--- src/rtl/one_wire_pkg.sv ---
// Shared definitions for the 1-Wire slot sequencer: op codes, FSM states
// and bus timing constants expressed in microseconds.
package one_wire_pkg;

  localparam logic [1:0] OW_OP_RESET = 2'b00;
  localparam logic [1:0] OW_OP_WRITE = 2'b01;
  localparam logic [1:0] OW_OP_READ  = 2'b10;

  typedef enum logic [2:0] {
    ST_IDLE     = 3'd0,
    ST_RST_LOW  = 3'd1,
    ST_RST_REL  = 3'd2,
    ST_SLOT_LOW = 3'd3,
    ST_SLOT_REL = 3'd4,
    ST_DONE     = 3'd5
  } ow_state_t;

  localparam logic [9:0] T_RSTL = 10'd480;
  localparam logic [9:0] T_PDS  = 10'd70;
  localparam logic [9:0] T_RSTH = 10'd480;
  localparam logic [9:0] T_LOW1 = 10'd6;
  localparam logic [9:0] T_LOW0 = 10'd60;
  localparam logic [9:0] T_SLOT = 10'd70;
  localparam logic [9:0] T_RDS  = 10'd15;

endpackage

--- src/rtl/one_wire_slot_ctrl_if.sv ---
// Command/response handshake between the control logic and the slot sequencer.
interface one_wire_slot_ctrl_if;
  logic       cmd_valid;
  logic       cmd_ready;
  logic [1:0] cmd_op;
  logic [7:0] cmd_data;
  logic       rsp_valid;
  logic [7:0] rsp_data;
  logic       rsp_presence;
  logic       rsp_err;
  logic       busy;

  modport master (
    output cmd_valid, cmd_op, cmd_data,
    input  cmd_ready, rsp_valid, rsp_data, rsp_presence, rsp_err, busy
  );

  modport slave (
    input  cmd_valid, cmd_op, cmd_data,
    output cmd_ready, rsp_valid, rsp_data, rsp_presence, rsp_err, busy
  );
endinterface

--- src/rtl/one_wire_tick_gen.sv ---
// Microsecond prescaler: us_tick pulses once every CLKS_PER_US cycles and the
// count restarts whenever a new bus phase begins, so each phase is aligned.
module one_wire_tick_gen #(
  parameter int CLKS_PER_US = 50
) (
  input  logic clk,
  input  logic rst,
  input  logic restart,
  output logic us_tick
);
  localparam int W = (CLKS_PER_US > 1) ? $clog2(CLKS_PER_US) : 1;

  logic [W-1:0] cnt_r;

  assign us_tick = (cnt_r == W'(CLKS_PER_US - 1));

  // Cycle counter within the current microsecond.
  always_ff @(posedge clk or posedge rst) begin
    if (rst) begin
      cnt_r <= '0;
    end else if (restart || us_tick) begin
      cnt_r <= '0;
    end else begin
      cnt_r <= cnt_r + 1'b1;
    end
  end
endmodule

--- src/rtl/one_wire_slot_ctrl.sv ---
// 1-Wire master bit-timing sequencer: expands RESET / WRITE_BYTE / READ_BYTE
// commands into reset/presence and read/write time slots on an open-drain bus.
// Optional macro OW_PRESENCE_CHK_EN: refuse byte commands until a RESET has
// seen a presence pulse.
module one_wire_slot_ctrl
  import one_wire_pkg::*;
#(
  parameter int CLKS_PER_US = 50
) (
  input  logic                  clk,
  input  logic                  rst,
  one_wire_slot_ctrl_if.slave   bus,
  input  logic                  ow_in,
  output logic                  ow_out,
  output logic                  ow_oe
);

  ow_state_t  state_r, next_s;
  logic [1:0] op_r;
  logic [7:0] wdata_r, shift_r;
  logic [2:0] idx_r;
  logic [9:0] us_cnt_r, phase_len_s;
  logic [1:0] sync_r;
  logic       pres_r, bit_hi_s, accept_s, phase_end_s, restart_s, us_tick_s;
  logic       ready_r, busy_r, oe_r, rsp_valid_r, rsp_pres_r, rsp_err_r;
  logic [7:0] rsp_data_r;
`ifdef OW_PRESENCE_CHK_EN
  logic       pres_ok_r;
`endif

  one_wire_tick_gen #(.CLKS_PER_US(CLKS_PER_US)) u_tick (
    .clk     (clk),
    .rst     (rst),
    .restart (restart_s),
    .us_tick (us_tick_s)
  );

  assign accept_s    = bus.cmd_valid && ready_r;
  assign bit_hi_s    = (op_r == OW_OP_READ) || wdata_r[idx_r];
  assign phase_end_s = us_tick_s && (us_cnt_r == phase_len_s - 10'd1);
  assign restart_s   = (next_s != state_r);

  // Phase duration selection and next-state decode.
  always_comb begin
    next_s      = state_r;
    phase_len_s = 10'd1;
    case (state_r)
      ST_IDLE: begin
        if (accept_s) begin
          case (bus.cmd_op)
            OW_OP_RESET: next_s = ST_RST_LOW;
            OW_OP_WRITE, OW_OP_READ: begin
`ifdef OW_PRESENCE_CHK_EN
              next_s = pres_ok_r ? ST_SLOT_LOW : ST_DONE;
`else
              next_s = ST_SLOT_LOW;
`endif
            end
            default: next_s = ST_DONE;
          endcase
        end else begin
          next_s = ST_IDLE;
        end
      end
      ST_RST_LOW: begin
        phase_len_s = T_RSTL;
        next_s      = phase_end_s ? ST_RST_REL : ST_RST_LOW;
      end
      ST_RST_REL: begin
        phase_len_s = T_RSTH;
        next_s      = phase_end_s ? ST_DONE : ST_RST_REL;
      end
      ST_SLOT_LOW: begin
        phase_len_s = bit_hi_s ? T_LOW1 : T_LOW0;
        next_s      = phase_end_s ? ST_SLOT_REL : ST_SLOT_LOW;
      end
      ST_SLOT_REL: begin
        phase_len_s = bit_hi_s ? (T_SLOT - T_LOW1) : (T_SLOT - T_LOW0);
        if (phase_end_s) begin
          next_s = (idx_r == 3'd7) ? ST_DONE : ST_SLOT_LOW;
        end else begin
          next_s = ST_SLOT_REL;
        end
      end
      ST_DONE: next_s = ST_IDLE;
      default: next_s = ST_IDLE;
    endcase
  end

  // FSM state register.
  always_ff @(posedge clk or posedge rst) begin
    if (rst) state_r <= ST_IDLE;
    else     state_r <= next_s;
  end

  // Bus input synchronizer; idle bus reads high.
  always_ff @(posedge clk or posedge rst) begin
    if (rst) sync_r <= 2'b11;
    else     sync_r <= {sync_r[0], ow_in};
  end

  // Command latch, bit index, microsecond count, presence and read sampling.
  always_ff @(posedge clk or posedge rst) begin
    if (rst) begin
      op_r     <= 2'b00;
      wdata_r  <= 8'h00;
      shift_r  <= 8'h00;
      idx_r    <= 3'd0;
      us_cnt_r <= 10'd0;
      pres_r   <= 1'b0;
    end else begin
      us_cnt_r <= restart_s ? 10'd0 : (us_cnt_r + {9'd0, us_tick_s});
      if (state_r == ST_IDLE && accept_s) begin
        op_r    <= bus.cmd_op;
        wdata_r <= bus.cmd_data;
        shift_r <= 8'h00;
        idx_r   <= 3'd0;
        pres_r  <= 1'b0;
      end
      if (state_r == ST_RST_REL && us_tick_s && us_cnt_r == T_PDS - 10'd1) begin
        pres_r <= ~sync_r[1];
      end
      if (state_r == ST_SLOT_REL && op_r == OW_OP_READ && us_tick_s &&
          us_cnt_r == T_RDS - T_LOW1 - 10'd1) begin
        shift_r[idx_r] <= sync_r[1];
      end
      if (state_r == ST_SLOT_REL && phase_end_s) begin
        idx_r <= idx_r + 3'd1;
      end
    end
  end

`ifdef OW_PRESENCE_CHK_EN
  // Presence qualification flag, updated at the end of every RESET.
  always_ff @(posedge clk or posedge rst) begin
    if (rst) begin
      pres_ok_r <= 1'b0;
    end else if (state_r == ST_RST_REL && next_s == ST_DONE) begin
      pres_ok_r <= pres_r;
    end
  end
`endif

  // Registered outputs decoded from the upcoming state.
  always_ff @(posedge clk or posedge rst) begin
    if (rst) begin
      ready_r     <= 1'b0;
      busy_r      <= 1'b0;
      oe_r        <= 1'b0;
      rsp_valid_r <= 1'b0;
      rsp_data_r  <= 8'h00;
      rsp_pres_r  <= 1'b0;
      rsp_err_r   <= 1'b0;
    end else begin
      ready_r     <= (next_s == ST_IDLE);
      busy_r      <= (next_s != ST_IDLE);
      oe_r        <= (next_s == ST_RST_LOW) || (next_s == ST_SLOT_LOW);
      rsp_valid_r <= (next_s == ST_DONE);
      if (next_s == ST_DONE) begin
        // Only error paths go straight from IDLE to DONE.
        rsp_err_r  <= (state_r == ST_IDLE);
        rsp_pres_r <= (state_r == ST_RST_REL) ? pres_r : 1'b0;
        rsp_data_r <= (state_r == ST_SLOT_REL && op_r == OW_OP_READ) ? shift_r : 8'h00;
      end
    end
  end

  assign bus.cmd_ready    = ready_r;
  assign bus.busy         = busy_r;
  assign bus.rsp_valid    = rsp_valid_r;
  assign bus.rsp_data     = rsp_data_r;
  assign bus.rsp_presence = rsp_pres_r;
  assign bus.rsp_err      = rsp_err_r;
  assign ow_oe            = oe_r;
  assign ow_out           = 1'b0;

endmodule

--- src/flat_wrapper.sv ---
// flat-port wrapper written by rule: the top's interface ports become plain ports
module one_wire_slot_ctrl_flat import one_wire_pkg::*;
#(
  parameter int CLKS_PER_US = 50
)
  (clk, rst, ow_in, ow_out, ow_oe, bus_cmd_valid, bus_cmd_op, bus_cmd_data, bus_cmd_ready, bus_rsp_valid, bus_rsp_data, bus_rsp_presence, bus_rsp_err, bus_busy);
  one_wire_slot_ctrl_if bus_i ();
  input  logic clk;
  input  logic rst;
  input  logic ow_in;
  output logic ow_out;
  output logic ow_oe;
  input wire logic [$bits(bus_i.cmd_valid)-1:0] bus_cmd_valid;
  input wire logic [$bits(bus_i.cmd_op)-1:0] bus_cmd_op;
  input wire logic [$bits(bus_i.cmd_data)-1:0] bus_cmd_data;
  output wire logic [$bits(bus_i.cmd_ready)-1:0] bus_cmd_ready;
  output wire logic [$bits(bus_i.rsp_valid)-1:0] bus_rsp_valid;
  output wire logic [$bits(bus_i.rsp_data)-1:0] bus_rsp_data;
  output wire logic [$bits(bus_i.rsp_presence)-1:0] bus_rsp_presence;
  output wire logic [$bits(bus_i.rsp_err)-1:0] bus_rsp_err;
  output wire logic [$bits(bus_i.busy)-1:0] bus_busy;
  assign bus_i.cmd_valid = bus_cmd_valid;
  assign bus_i.cmd_op = bus_cmd_op;
  assign bus_i.cmd_data = bus_cmd_data;
  assign bus_cmd_ready = bus_i.cmd_ready;
  assign bus_rsp_valid = bus_i.rsp_valid;
  assign bus_rsp_data = bus_i.rsp_data;
  assign bus_rsp_presence = bus_i.rsp_presence;
  assign bus_rsp_err = bus_i.rsp_err;
  assign bus_busy = bus_i.busy;
  one_wire_slot_ctrl #(.CLKS_PER_US(CLKS_PER_US)) u_core (.clk(clk), .rst(rst), .bus(bus_i), .ow_in(ow_in), .ow_out(ow_out), .ow_oe(ow_oe));
endmodule
--- config.mk ---
export PLATFORM = sky130hd
export DESIGN_NAME = one_wire_slot_ctrl_flat
export DESIGN_NICKNAME = d
export VERILOG_FILES = /design/src/rtl/one_wire_pkg.sv /design/src/rtl/one_wire_slot_ctrl_if.sv /design/src/rtl/one_wire_tick_gen.sv /design/src/rtl/one_wire_slot_ctrl.sv /design/src/flat_wrapper.sv
export SDC_FILE = /design/constraint.sdc
export NUM_CORES = 1
export LEC_CHECK = 0
export CAP_MARGIN = 20
export CELL_PAD_IN_SITES_DETAIL_PLACEMENT = 0
export CELL_PAD_IN_SITES_GLOBAL_PLACEMENT = 1
export CORE_MARGIN = 2
export CORE_UTILIZATION = 45
export DETAILED_ROUTE_END_ITERATION = 10
export PLACE_DENSITY = 0.81
export SLEW_MARGIN = 25
export SYNTH_ARGS = -nofsm -noshare
export SYNTH_HDL_FRONTEND = slang
export SYNTH_SLANG_ARGS = --single-unit
--- constraint.sdc ---
create_clock -name clk -period 3.6 [get_ports clk]
set_input_delay 0.72 -clock clk [delete_from_list [all_inputs] [get_ports clk]]
set_output_delay 0.72 -clock clk [all_outputs]
set_load 0.03 [all_outputs]
After elaboration in Yosys (flattened, before gate mapping)
Cells that the tools add are included.

Bits in registers: 57. Output and inout port bits: 15. Input bits: 14. Word-level logic and storage cells: 86.

Muxes and demuxes: 26. Bitwise gates (word level): 1. Reductions and logical operators: 21. Order comparisons: 2. Add/sub/neg operators: 4. Equal/unequal tests: 16.

Operators by type and width (count): $pmux 10 s3 (1); $mux 8 (3); $mux 3 (7); $pmux 3 s5 (1); $mux 6 (2); $add 10x1->10 (1); $eq 10x10->1 (1); $eq 10x4->1 const B (1); $eq 10x7->1 const B (1); $logic_and 1x1->1 (10); $mux 10 (1); $sub 10x1->10 const B (1); $eq 3x2->1 const B (3); $eq 3x3->1 const B (3); $bwmux 8 (1); $mux 7 (1); $add 6x1->6 const B (1); $eq 3x1->1 const B (2); $eq 6x6->1 const B (1); $logic_not 3->1 (2); $pmux 3 s2 (1); $mux 1 (5); $eq 2x2->1 const B (2); $lt 3x4->1 const B (1); 13 further kinds (17).

Longest topological paths before layout
Depth in word-level cells: 13. Depth in mapped cells: 12. Mapped depth without buffers: 11.

Modules after synthesis
Synthesis repeated with hierarchy kept, for this count alone.

Cell total of the unflattened synthesis: 331. Area, all modules: 3095.5 um2.

Modules (own cells, without submodules): one_wire_slot_ctrl (cells an instance 304, seq. area each 1278.7 um2, instances 1, area each 2808.9 um2); one_wire_tick_gen (cells an instance 27, seq. area each 150.1 um2, instances 1, area each 286.5 um2).

Worst setup path before layout
No wires, ideal clock.

Kind: register to register. Start point: register u_core.state_r[0]. End point: register u_core.rsp_pres_r, in the netlist u_core.bus.rsp_presence. Data arrival time: 2.835 ns. Path buffers: 1. Library setup time: 0.125 ns. Clock period less this slack: 2.960 ns. Setup slack: 0.640 ns. Stages on the path, launching flop included: 10. Data required time: 3.475 ns. Cell sequence: dfrtp_1 xnor2_1 or4b_4 a2111oi_4 o21ai_1 a2111o_1 mux2i_1 a211o_1 buf_6 mux2_4.

Longest elaborated chain between the ends: 9. Elaborated cells on any way between the ends: 17. Classes of those cells: add/sub: 1; eq/ne: 6; mux: 7; reduce/logical: 3.

Ends and longest elaborated chain: start: declaration (line one_wire_slot_ctrl.sv:18) `ow_state_t state_r, next_s;`; start signal: assignment (line one_wire_slot_ctrl.sv:93) `else state_r <= next_s;`; $eq 3x1->1 / $eq 3x2->1 (equally long branches) (line one_wire_slot_ctrl.sv:47, one_wire_slot_ctrl.sv:162); $reduce_or 2->1 (no source line); $pmux 10 s3 (line one_wire_slot_ctrl.sv:47) `case (state_r)`; $sub 10x1->10 (line one_wire_slot_ctrl.sv:40) `assign phase_end_s = us_tick_s && (us_cnt_r == phase_len_s - 10'd1);`; $eq 10x10->1 (line one_wire_slot_ctrl.sv:40); $logic_and 1x1->1 (line one_wire_slot_ctrl.sv:40); $mux 3, or another cell as far along (line one_wire_slot_ctrl.sv:79) `if (phase_end_s) begin`; $pmux 3 s5 (line one_wire_slot_ctrl.sv:47); $eq 3x3->1 (line one_wire_slot_ctrl.sv:159) `if (next_s == ST_DONE) begin`; end signal: assignment (line one_wire_slot_ctrl.sv:162) `rsp_pres_r <= (state_r == ST_RST_REL) ? pres_r : 1'b0;`; end: declaration (line one_wire_slot_ctrl.sv:25) `logic ready_r, busy_r, oe_r, rsp_valid_r, rsp_pres_r, rsp_err_r;`.

Parallel ways exist; a longest one is shown, timed or not. A chain may end at the register's enable or synchronous reset.

Worst setup path after layout
Start point: register u_core.state_r[0]. End point: register u_core.rsp_data_r[6], in the netlist u_core.bus.rsp_data[6].

Longest elaborated chain between the ends: 9. Elaborated cells on any way between the ends: 18. Classes of those cells: add/sub: 1; eq/ne: 6; mux: 7; reduce/logical: 4.

Ends and longest elaborated chain: $eq 3x1->1 / $eq 3x2->1 (equally long branches) (line one_wire_slot_ctrl.sv:47); $reduce_or 2->1 (no source line); $pmux 10 s3 (line one_wire_slot_ctrl.sv:47); $sub 10x1->10 (line one_wire_slot_ctrl.sv:40); $eq 10x10->1 (line one_wire_slot_ctrl.sv:40); $logic_and 1x1->1 (line one_wire_slot_ctrl.sv:40); $mux 3, or another cell as far along (line one_wire_slot_ctrl.sv:79); $pmux 3 s5 (line one_wire_slot_ctrl.sv:47); $eq 3x3->1 (line one_wire_slot_ctrl.sv:159); end signal: assignment (line one_wire_slot_ctrl.sv:163) `rsp_data_r <= (state_r == ST_SLOT_REL && op_r == OW_OP_READ) ? shift_r : 8'h00;`; end: declaration (line one_wire_slot_ctrl.sv:26) `logic [7:0] rsp_data_r;`.

Parallel ways exist; a longest one is shown, timed or not.

==> flow_metrics.tcl <==
set metrics [dict create \
    syn_area_per_cell_sq_um 9.97 \
    synth_top_area_share 0.443 \
    layout_setup_ws_ps 248 \
    yosys_warnings 0 \
    r2r_start "u_core.state_r[0]$_DFF_PP0_" \
    boundaryPins 29 \
    wl_um 6160 \
    final_core_util 0.541 \
    pwr-share-seq 0.390 \
    start_kind "flop" \
    via_per_inst 5.27 \
    synth_mux_area_frac 0.115 \
    cts_buffers 9 \
    die_h_um 87.1 \
    synth_xor_area_frac 0.0423 \
    clk-insertion-delay-late_ps 360 \
    grt_pass1_wl_um 10400 \
    seq_area_frac_synth 0.460 \
    final-seq-area_sq_mm 0.00143 \
    fin_area_sq_mm 0.00366 \
    leakage_nw 1.68 \
    multi_input_area_sq_mm 0.00151 \
    numClockSinks 57 \
    worst_ep_arrival_time_ps 3640 \
    wl_per_cell_um 14.6 \
    rsz0062_at_grt "no" \
    gr-usage-met3 0.0464 \
    die_area_sq_mm 0.00759 \
    place_congestion 0.885 \
    drc 0 \
    htreeDepth 3 \
    num_rows 30 \
    max-cap-violations 0 \
    async_flop_share 1.00 \
    cts_buffer_depth 2 \
    ys_top_cells_by_area "dfrtp_1 44%, mux2_2 6.5%, mux2i_1 4.5%" \
    cp-end-kind "flop" \
    grt_use_met2 0.276 \
    antenna_found_initial 0 \
    intPower_mw 1.62 \
    fin_crit_sh 0.931 \
    clk_pin_slew_ps 90 \
    grt_max_degree 39 \
    power_mw 2.56 \
    netlist_instances 312 \
    p_clk_frac 0.269 \
    pwr-share-comb 0.341 \
    grt_pass1_vias 2159 \
    synth_edf_count 0 \
    setup_viol 0 \
    min_from "u_core.sync_r[0]$_DFF_PP1_" \
    synthAdderAreaFrac 0.0282 \
    hold_violations 0 \
    synth_ff_type "dfrtp_1" \
    synthesis.nets 333 \
    setup_tns_ps 0 \
    synth_top_family_by_area "simple AND/OR/NAND/NOR gates" \
    start_util 0.460 \
    fillers 600 \
    netlist_area_sq_mm 0.00311 \
    placed_cell_area_sq_mm 0.00343 \
    drive_gt1_frac 0.155 \
    ys_ff_latch 57 \
    grt_remaining_overflow 0 \
    nets 357 \
    dr.pass1.iters 4 \
    cts_hold_buf 0 \
    synth_simple_gate_area_frac 0.199 \
    hp-class "reg -> reg" \
    power_density_mw_per_mm2 699 \
    cts_tree "yes" \
    cts_resized 0 \
    min_period_ps 3350 \
    synth_compound_area_frac 0.101 \
    cts_root_buf "clkbuf_8" \
    dp_hpwl_um 4290 \
    ys_types 55 \
    vdd_drop_max_mv 0.225 \
    grt_util_met1 0.238 \
    die_x_um 87.1 \
    crit_required_ps 3880 \
    slew_violations 0 \
    crit_start "u_core.state_r[0]$_DFF_PP0_" \
    ant_nets 0 \
    cts_setup_buffers 0 \
    synthToLayoutAreaGrowth_pct 17.6 \
    grt_usage 0.179 \
    r2r_slack_ps 250 \
    num_vias 2220 \
    crit_fanout 14 \
    status "finished clean" \
    num_antenna_cells 0 \
    fmax_ghz 0.298 \
    busiest_layer "met2" \
    clock_skew_ps 18.4 \
    io_buffer_count 27 \
    slew-limit-headroom 0.623 \
    swShare 0.366 \
    drt_iter0_drc 117 \
    tightest_slew_ps 557 \
    p_switching_mw 0.937 \
    synth_top_cell_by_area "dfrtp_1" \
    worstSetupPathType "reg -> reg" \
    pre_cts_ws_ps 312 \
    core_area_sq_mm 0.00676 \
]
-- worst max-delay path, stage by stage (launching register included) --
cell       delay [ps]
dfrtp_1           600
xnor2_1           180
or4b_4            550
a2111oi_4         360
o21ai_1           140
a2111o_1          450
a211oi_2          350
a211o_1           220
buf_4             220
mux2i_1           210
-- metrics by stage --
step | cells | hold WS (ps)
after floorplan | 312 | 345
after global placement | 405 | 346
after detailed placement | 405 | 350
after CTS | 421 | 362
after global routing | 421 | 368
final | 421 | 360
-- cells by family (layout without fill, tap and decap cells) --
group	after synthesis	after routing
fa+ha+maj	7	7
mux	33	33
other cells	1	1
compound gates	36	36
xor+xnor	15	15
buf+inv	40	69
simple gates	123	123
flops	57	57
-- metal layers --
layer | wire length, um | part of all wire
met1 | 3000 | 0.49
met2 | 2810 | 0.46
met3 | 175 | 0.028
met4 | 174 | 0.028
met5 | 0 | 0
-- synthesized netlist by cell type, drive strengths merged, types with 3 or more instances --
| master | n |
|---|---|
| a211oi | 3 |
| a21o | 3 |
| a21oi | 5 |
| and3 | 6 |
| buf | 8 |
| clkbuf | 11 |
| dfrtp | 55 |
| ha | 7 |
| inv | 21 |
| mux2 | 19 |
| mux2i | 14 |
| nand2 | 29 |
| nand2b | 3 |
| nand3 | 10 |
| nor2 | 34 |
| nor2b | 8 |
| nor3 | 10 |
| nor3b | 3 |
| o21ai | 5 |
| o31ai | 4 |
| or2 | 3 |
| or3 | 5 |
| xnor2 | 9 |
| xor2 | 6 |
-- worst paths after layout --
check	to	depth (start not counted)
setup / recovery	u_core.bus.rsp_data[6]$_DFFE_PP0P_	9
setup reg to reg	u_core.bus.rsp_data[6]$_DFFE_PP0P_	9
hold / removal	u_core.sync_r[1]$_DFF_PP1_	0
max in group asynchronous	u_core.sync_r[0]$_DFF_PP1_	3
min in group asynchronous	u_core.u_tick.cnt_r[1]$_DFF_PP0_	2
hold reg to reg	u_core.sync_r[1]$_DFF_PP1_	0
-- power groups by stage --
| stage | clock, mW | combinational, mW | sequential, mW |
|---|---|---|---|
| after global placement | 0 | 0.863 | 1.00 |
| final | 0.687 | 0.871 | 0.998 |
| after detailed placement | 0 | 0.873 | 1.01 |
| after CTS | 0.700 | 0.877 | 0.999 |
| after floorplan | 0 | 0.574 | 1.05 |
| after global routing | 0.728 | 0.967 | 1.03 |
-- flip-flops by register name, indices dropped and copies added (netlist names) --
name	cells
u_core.u_tick.cnt_r	6
u_core.pres_r	1
u_core.idx_r	3
u_core.op_r	2
u_core.sync_r	2
u_core.bus.rsp_data	8
u_core.bus.cmd_ready	1
u_core.state_r	3
u_core.shift_r	8
u_core.wdata_r	8
u_core.us_cnt_r	10
u_core.bus.rsp_presence	1
u_core.bus.busy	1
u_core.bus.rsp_err	1
u_core.bus.rsp_valid	1
u_core.ow_oe	1
-- placed cells by master (no fill, tap or decap), types with 3 or more instances in the layout --
cell type | synthesis | routed
dfrtp_1 | 55 | 55
nor2_1 | 34 | 34
nand2_1 | 29 | 29
clkdlybuf4s50_1 | 0 | 27
inv_1 | 21 | 20
mux2_2 | 18 | 18
mux2i_1 | 14 | 14
nand3_1 | 10 | 10
nor3_1 | 9 | 9
xnor2_1 | 9 | 9
clkbuf_8 | 0 | 9
nor2b_1 | 8 | 8
ha_1 | 7 | 7
and3_1 | 6 | 6
xor2_1 | 6 | 6
a21oi_1 | 5 | 5
or3_1 | 5 | 5
buf_4 | 1 | 5
o31ai_1 | 4 | 4
clkinv_4 | 0 | 4
or2_2 | 3 | 3
nand2b_1 | 3 | 3
nor3b_1 | 3 | 3
o21ai_0 | 3 | 3
a21o_1 | 3 | 3
-- area by class of cell --
cell class | instances | share of cell area
multi-input combinational | 215 | 0.414
sequential | 57 | 0.391
timing repair buffer | 32 | 0.0842
clock buffer | 9 | 0.0339
clock inverter | 7 | 0.0284
tap | 80 | 0.0274
inverter | 21 | 0.0216
Note: power is estimated with default switching activity, not from simulation.
